### src/rtl/multu_seq_ctrl.sv
// multu_seq_ctrl: sequential shift-and-add controller for an unsigned
// WIDTH x WIDTH multiply. One WIDTH-bit add per cycle, WIDTH iterations,
// start/busy/done handshake, product returned as hi/lo words.
module multu_seq_ctrl #(
  parameter int WIDTH = 32
) (
  input  logic             clk,
  input  logic             rst,
  input  logic             start,
  input  logic [WIDTH-1:0] a,
  input  logic [WIDTH-1:0] b,
  output logic             busy,
  output logic             done,
  output logic [WIDTH-1:0] hi,
  output logic [WIDTH-1:0] lo
);

  localparam int CW = $clog2(WIDTH);

  typedef enum logic [1:0] {
    S_IDLE = 2'd0,
    S_RUN  = 2'd1,
    S_DONE = 2'd2
  } state_t;

  state_t             r_state;
  state_t             w_state_nxt;

  logic [WIDTH-1:0]   r_mcand;
  // {hi, lo}. The {carry, hi, lo} value is shifted right every iteration,
  // so the carry lands in the top bit of hi straight away and the bit
  // above it is always zero; it therefore needs no flop of its own.
  logic [2*WIDTH-1:0] r_prod;
  logic [CW-1:0]      r_cnt;

  logic               w_load;
  logic               w_step;
  logic               w_last;
  logic [WIDTH:0]     w_addend;
  logic [WIDTH:0]     w_sum;

  // Final iteration is the one that sees the counter at WIDTH-1.
  assign w_last = (r_cnt == CW'(WIDTH - 1));

  // Single adder: add the multiplicand into the upper half when lsb is set.
  always_comb begin
    w_addend = r_prod[0] ? {1'b0, r_mcand} : '0;
    w_sum    = {1'b0, r_prod[2*WIDTH-1:WIDTH]} + w_addend;
  end

  // State register; reset drops straight back to idle.
  always_ff @(posedge clk or posedge rst) begin
    if (rst) r_state <= S_IDLE;
    else     r_state <= w_state_nxt;
  end

  // Next state and handshake outputs. busy/done decode the state register
  // only, so an async reset clears them without waiting for a clock.
  always_comb begin
    w_state_nxt = r_state;
    w_load      = 1'b0;
    w_step      = 1'b0;
    busy        = 1'b0;
    done        = 1'b0;
    case (r_state)
      S_IDLE: begin
        if (start) begin
          w_load      = 1'b1;
          w_state_nxt = S_RUN;
        end
      end
      S_RUN: begin
        busy   = 1'b1;
        w_step = 1'b1;
        // start is ignored here on purpose: no restart mid-operation.
        if (w_last) w_state_nxt = S_DONE;
      end
      S_DONE: begin
        done = 1'b1;
        // A request in the done cycle is taken immediately (33-cycle cadence).
        if (start) begin
          w_load      = 1'b1;
          w_state_nxt = S_RUN;
        end else begin
          w_state_nxt = S_IDLE;
        end
      end
      default: w_state_nxt = S_IDLE;
    endcase
  end

  // Datapath: load operands on accept, shift-and-add while running,
  // otherwise hold so the product stays visible after done.
  always_ff @(posedge clk or posedge rst) begin
    if (rst) begin
      r_mcand <= '0;
      r_prod  <= '0;
      r_cnt   <= '0;
    end else if (w_load) begin
      r_mcand <= a;
      r_prod  <= {{WIDTH{1'b0}}, b};
      r_cnt   <= '0;
    end else if (w_step) begin
      r_prod  <= {w_sum, r_prod[WIDTH-1:1]};
      r_cnt   <= r_cnt + CW'(1);
    end
  end

  assign hi = r_prod[2*WIDTH-1:WIDTH];
  assign lo = r_prod[WIDTH-1:0];

endmodule

### config.mk
export PLATFORM = sky130hd
export DESIGN_NAME = multu_seq_ctrl
export DESIGN_NICKNAME = d
export VERILOG_FILES = /design/src/rtl/multu_seq_ctrl.sv
export SDC_FILE = /design/constraint.sdc
export NUM_CORES = 1
export LEC_CHECK = 0
export CAP_MARGIN = 20
export CORE_MARGIN = 2
export CORE_UTILIZATION = 50
export DETAILED_ROUTE_END_ITERATION = 6
export GPL_TIMING_DRIVEN = 0
export PLACE_DENSITY = 0.85
export SYNTH_ARGS = -nofsm -noshare
export SYNTH_HDL_FRONTEND = slang
export SYNTH_SLANG_ARGS = --single-unit
### constraint.sdc
create_clock -name clk -period 8.95 [get_ports clk]
set_input_delay 0.895 -clock clk [delete_from_list [all_inputs] [get_ports clk]]
set_output_delay 0.895 -clock clk [all_outputs]
set_load 0.02 [all_outputs]
==> results.ini, run 1 <==
[worst_setup_path]
r2r_cells = 10
critPathMaxFanout = 10
cp_cell_sequence = clkbuf_1, nand2_1, fa_1, nor2b_1, o211ai_1, a211oi_2, o21ai_1, a211oi_1, o21ai_0, a32o_1
cpPeakStageDelay_ps = 520
worstPathArrival_ps = 3740
critical_path_required_ps = 9200
regToRegStartpoint = r_prod[0]$_DFFE_PP0P_
cp-end-kind = flop
path_buf_inv = 1
ff2ff_setup_slack_ps = 5460
cp_slowest_cell = dfrtp_1
worstSetupStartpointType = flop
path_class = reg2reg
r2r-end = r_prod[57]$_DFFE_PP0P_
cp_top_family = compound AO/OA/AOI/OAI gates

[clocking]
cts_tree = yes
post_cts_buffers = 0
cts_resized = 0
clock_sinks = 103
clk_pin_slew_ps = 70
cts_buffer_depth = 2
htreeDepth = 3
numCtsBuffers = 9
clkLatencyLatePin_ps = 360
root_buffer = clkbuf_16
cts_hold_buffers = 0

[place]
place_area_mm2 = 0.00751
globalplace.congestion = 0.945
place.port_buffers = 132
dp_hpwl_mm = 11.9

[die]
dieArea_mm2 = 0.0128
die_w_um = 113
start_util = 0.517
io_pins = 133
die_y_um = 113
fp.coreArea_mm2 = 0.0116
rows = 39

[synthesis]
ys_seq_area_frac = 0.431
synth_ff_type = dfrtp_1
yosysWarnings = 0
yosysTopAreaCellShare = 0.431
synth_top_area_cell = dfrtp_1
synthTopCellsByArea = dfrtp_1 (43%), nand2_1 (13%), ha_1 (7.1%)
synth-edff-count = 0
synth-seq-cells = 103
yosysMostFrequentCell = nand2_1
synthArstFlopShare = 1.00
synth_cells = 705
netlist-cell-type-count = 57
syn_area_per_cell_um2 = 8.48
synthesis.area_mm2 = 0.00598
synth_common_cells = nand2_1 (208), dfrtp_1 (103), o21ai_0 (47), a21oi_1 (35), ha_1 (34)
syn_nets = 807

[global_route]
grt_first_pass_wirelength_mm = 27.0
grt_pass1_vias = 5708
grt.overflow.total = 0
antenna_found_initial = 0
grt_max_degree = 57
grt_usage = 0.261

[hold_path]
holdPathEnd = r_mcand[4]$_DFFE_PP0P_
holdPathStages = 2
worstHoldStart = r_mcand[4]$_DFFE_PP0P_
hp-class = reg2reg

[final_layout]
multi_input_area_mm2 = 0.00318
regArea_mm2 = 0.00258
fin_nets = 951
drive_gt1_frac = 0.0305
design_area_mm2 = 0.00780
fillers = 948
antenna_cells = 0
syn2layout_area_growth_pct = 30.4
post-route-util = 0.674

[power_and_ir_drop]
leakagePower_uw = 0.00354
p_sw_uw = 1450
p_sw_frac = 0.456
seq_power_share = 0.280
clkPwrFrac = 0.125
p_comb_frac = 0.595
p_per_area_mw_per_mm2 = 409
power.internal_uw = 1730
ir_worst_vdd_uv = 226

[route]
drt_wl_total_mm = 16.2
drt_pass1_iterations = 5
vias = 5667
first_iter_violations = 494
drc = 0
ant_nets = 0
avgRoutedWirePerCell_um = 16.2
via_per_inst = 5.69

[timing]
tns_ps = 0
period_minus_slack_ps = 3490
skew_ps = 8.48
setup_viol = 0
relSlewSlack = 0.560
clock.fmax_mhz = 287
period_share = 0.390
hold_viol = 0
rsz0062_at_grt = no
tightest_slew_ps = 659
slew_viol_final = 0

[run]
max_cap_violations = 0

[run_status]
status = finished, final reports clean

-- state kept, by name, indices dropped and copies added, names as in the netlist --
name     cells
r_mcand     32
r_state      2
r_prod      64
r_cnt        5
-- placed cells by master (no fill, tap or decap), types with 11 or more instances in the layout --
cell	count
dfrtp_1	103
nand4_1	11
a22oi_1	32
inv_1	19
ha_1	34
nor2_1	23
a21oi_1	35
and2_1	32
nand2_1	208
clkdlybuf4s50_1	132
o21ai_0	47
clkbuf_1	31
-- logic make-up after synthesis --
family	after synthesis	synth area share
muxes	1	0.00167
xor gates and xnor gates	17	0.0249
DFF	103	0.431
buffers and inverters	57	0.0362
and+or+nand+nor	313	0.230
adders and majority gates	35	0.0745
AOI/OAI and AO/OA	179	0.202
-- worst max-delay path by stage --
stage | startpoint | endpoint | cells past startpoint
floorplan | rst | r_cnt[0]$_DFFE_PP0P_ | 1
global placement | rst | r_mcand[19]$_DFFE_PP0P_ | 2
detailed placement | r_prod[0]$_DFFE_PP0P_ | r_prod[57]$_DFFE_PP0P_ | 10
CTS | r_prod[0]$_DFFE_PP0P_ | r_prod[57]$_DFFE_PP0P_ | 10
global route | r_prod[0]$_DFFE_PP0P_ | r_prod[57]$_DFFE_PP0P_ | 10
finish | r_prod[0]$_DFFE_PP0P_ | r_prod[57]$_DFFE_PP0P_ | 10
-- tightest hold or removal path, cell delays in order (launching register included) --
cell	delay [ps]
dfrtp_1	340
nand2_1	50
nand2_1	50
-- metal layers --
metal / GRT usage / vias to the layer above / share of wire
met2: 0.428 / 222 / 0.47
li1: - / 2734 / -
met3: 0.0884 / 36 / 0.088
met5: 0 / - / 0
met4: 0.0902 / 0 / 0.021
met1: 0.325 / 2675 / 0.42
-- power by group through the flow --
| stage | clock, uW | sequential, uW | combinational (uW) |
|---|---|---|---|
| 6_report | 398 | 893 | 1900 |
| 5_1_grt | 425 | 920 | 2090 |
| 3_3_place_gp | 0 | 891 | 1830 |
| 2_1_floorplan | 0 | 1030 | 1090 |
| 4_1_cts | 401 | 891 | 1890 |
| 3_5_place_dp | 0 | 892 | 1870 |
-- stage by stage --
stage | power, uW | setup WS (ps) | instances | hold WS, ps
CTS | 3180 | 5520 | 996 | 472
detailed placement | 2770 | 5590 | 981 | 455
floorplan | 2110 | 5350 | 705 | 437
global route | 3430 | 5250 | 996 | 482
finish | 3190 | 5460 | 996 | 471
global placement | 2720 | 3850 | 980 | 451
-- cell type report --
cell class	count	area share
clock inverters	5	0.00754
inverters	21	0.0104
well taps	143	0.0229
repair buffers	133	0.173
plain buffers	36	0.0177
multi-input cells	545	0.408
flip-flops and latches	103	0.331
clock buffers	10	0.0294
(Power assumes the default switching activity.)
==> run 2, diff against run 1 <==
--- a/config.mk
+++ b/config.mk
@@ -7,10 +7,10 @@
 export LEC_CHECK = 0
 export CAP_MARGIN = 20
 export CORE_MARGIN = 2
-export CORE_UTILIZATION = 50
+export CORE_UTILIZATION = 46
 export DETAILED_ROUTE_END_ITERATION = 6
 export GPL_TIMING_DRIVEN = 0
-export PLACE_DENSITY = 0.85
+export PLACE_DENSITY = 0.83
 export SYNTH_ARGS = -nofsm -noshare
 export SYNTH_HDL_FRONTEND = slang
 export SYNTH_SLANG_ARGS = --single-unit
==> constraint.sdc (replaced) <==
create_clock -name clk -period 3.19 [get_ports clk]
set_input_delay 0.319 -clock clk [delete_from_list [all_inputs] [get_ports clk]]
set_output_delay 0.319 -clock clk [all_outputs]
set_load 0.02 [all_outputs]
==> run 2 against run 1 <==
Net effect: worst setup slack got worse by 5300 ps; total power increased to 2.8 times the previous value; combinational power increased to 2.8 times the previous value; largest cell class unchanged; routed wire length increased by 5.1%; design area increased by 1.1%; sequential cell count unchanged.
==> results.ini, run 2 (synthesis gave the netlist of run 1 again) <==
[place]
dp_hpwl_mm = 12.5  ; +5.2%
dpl_worst_slack_ps = -183  ; -5770 ps
globalplace.congestion = 0.927  ; -1.9%
place.port_buffers = 132  ; unchanged

[final_layout]
final_common_cell = nand2_1
largest_register_ffs = 64  ; unchanged
drive_gt1_frac = 0.0456  ; +0.0151
largest_register = r_prod
reg_top3 = r_prod x64, r_mcand x32, r_cnt x5
syn2layout_area_growth_pct = 31.9
fin_nets = 952  ; +0.11%
final_cell_mix = nand2_1 (208), clkdlybuf4s50_1 (132), dfrtp_1 (102)
antenna_cells = 0  ; unchanged

[run]
max_cap_violations = 0  ; unchanged

[worst_setup_path]
cp-end-kind = flop
r2r_cells = 12  ; +2
worstSetupStartpointType = flop
critical_path_required_ps = 3420  ; -5780 ps
r2r-end = r_prod[59]$_DFFE_PP0P_
cp-endpoint = r_prod[59]$_DFFE_PP0P_
regToRegStartpoint = r_prod[0]$_DFFE_PP0P_
path_class = reg2reg
cp-startpoint = r_prod[0]$_DFFE_PP0P_
critPathMaxFanout = 7  ; -3
worstPathArrival_ps = 3290  ; -450 ps
ff2ff_setup_slack_ps = 140  ; -5330 ps

[clocking]
numCtsBuffers = 9  ; unchanged
cts_tree = yes
clk_pin_slew_ps = 70  ; about the same
cts_buffer_depth = 2  ; unchanged
clkLatencyLatePin_ps = 370  ; about the same
clock_sinks = 103  ; unchanged
htreeDepth = 3  ; unchanged
root_buffer = clkbuf_16

[route]
ant_nets = 0  ; unchanged
first_iter_violations = 407  ; -18%
via_per_inst = 5.56  ; -2.4%
drt_pass1_iterations = 7  ; +2
drt_wl_total_mm = 17.0  ; +5.1%
avgRoutedWirePerCell_um = 16.6  ; +2.0%
vias = 5706  ; +0.69%
drc = 0  ; unchanged

[timing]
skew_ps = 12.4  ; +3.91 ps
period_minus_slack_ps = 3050  ; -434 ps
tns_ps = 0  ; unchanged
relSlewSlack = 0.552  ; -0.00813
finalWorstSetupSlack_ps = 135  ; -5330 ps
hold_viol = 0  ; unchanged
tightest_slew_ps = 672  ; +12.2 ps
period_share = 0.958  ; +0.568
slew_viol_final = 0  ; unchanged
setup_viol = 0  ; unchanged
clock.fmax_mhz = 327  ; +14%

[die]
dieArea_mm2 = 0.0139  ; +8.4%
io_pins = 133  ; unchanged
fp.coreArea_mm2 = 0.0127  ; +9.6%
die_w_um = 118  ; +4.1%
rows = 41  ; +5.1%
die_y_um = 118  ; +4.1%
start_util = 0.472  ; -0.0451

[power_and_ir_drop]
p_per_area_mw_per_mm2 = 1150  ; +180%
power.internal_uw = 4900  ; +180%
leakagePower_uw = 0.00357  ; +0.81%
clkPwrFrac = 0.128  ; +0.003
p_sw_frac = 0.459  ; +0.00328
ir_worst_vdd_uv = 777  ; +240%
p_sw_uw = 4160  ; +190%
p_comb_frac = 0.594  ; about the same
seq_power_share = 0.278  ; -0.002

[global_route]
grt.overflow.total = 0  ; unchanged
grt_first_pass_wirelength_mm = 28.1  ; +4.4%
grt_max_degree = 53  ; -7.0%
grt_usage = 0.250  ; -0.0108
antenna_found_initial = 0  ; unchanged
grt_pass1_vias = 5757  ; +0.86%

[run_status]
status = finished, final reports clean

[hold_path]
hp-class = in2async

run 2: cell count changes in the layout (fill, tap and decap cells not counted), sizes merged:
cell / previous run / this run
inv: 21 / 24
buf: 7 / 10
clkinv: 2 / 3
clkinvlp: 2 / 0
clkbuf: 40 / 37
run 2: per-stage QoR:
step	utilization	cell area, um2	std cells	power, uW	hold WS, ps
after floorplan	-	5980	705	5930	424
after global placement	0.593	7510	1009	7660	451
after detailed placement	0.595	7540	1010	7820	454
after CTS	0.620	7850	1026	9030	421
after global routing	0.622	7880	1027	9760	478
final	0.622	7880	1027	9050	403
run 2: cell type report:
cell class              instances  area (um2)
inverters                      21        81.3
well taps                     172         215
fillers                      1115        4790
clock buffers                   9         225
plain buffers                  36         140
clock inverters                 7        77.6
repair buffers                134        1360
multi-input cells             545        3210
flip-flops and latches        103        2580
run 2: how the worst min path moves through the flow:
stage / from / endpoint / slack [ps] / cells after the start
2_1_floorplan: a[0] / r_mcand[0]$_DFFE_PP0P_ / 420 / 2
3_3_place_gp: r_mcand[29]$_DFFE_PP0P_ / r_mcand[29]$_DFFE_PP0P_ / 450 / 2
3_5_place_dp: r_mcand[14]$_DFFE_PP0P_ / r_mcand[14]$_DFFE_PP0P_ / 450 / 2
4_1_cts: rst / r_prod[27]$_DFFE_PP0P_ / 420 / 2
5_1_grt: rst / r_prod[26]$_DFFE_PP0P_ / 480 / 2
6_report: rst / r_prod[27]$_DFFE_PP0P_ / 400 / 2
run 2: routing by layer:
| metal | vias up | GRT usage | wire (um) |
|---|---|---|---|
| met5 | - | 0 | 0 |
| met2 | 225 | 0.431 | 8250 |
| met1 | 2715 | 0.301 | 7060 |
| met4 | 0 | 0.0896 | 295 |
| li1 | 2739 | - | - |
| met3 | 27 | 0.0669 | 1400 |
run 2: power groups by stage:
stage | sequential (uW) | combinational [uW] | clock [uW]
2_1_floorplan | 2880 | 3050 | 0
3_3_place_gp | 2510 | 5150 | 0
3_5_place_dp | 2510 | 5300 | 0
4_1_cts | 2510 | 5330 | 1180
5_1_grt | 2600 | 5930 | 1230
6_report | 2520 | 5380 | 1160
run 2: repair_timing:
| action | 4_1_cts | 5_1_grt |
|---|---|---|
| setup endpoints to repair | 8 | 8 |
| setup buffers | 0 | 1 |
| gates cloned | 0 | 0 |
| resized for setup | 2 | 11 |
| pin swaps | 0 | 1 |
| hold buffers | 0 | 0 |
run 2: worst max-delay path: stages, from the launching register on:
cell,delay (ps)
dfrtp_2,480
and2_1,180
ha_2,200
inv_1,60
fa_1,420
nor2b_2,180
o211ai_1,160
a211oi_2,370
buf_4,180
o211a_1,200
o21ai_2,110
o2111ai_1,240
o211ai_1,140
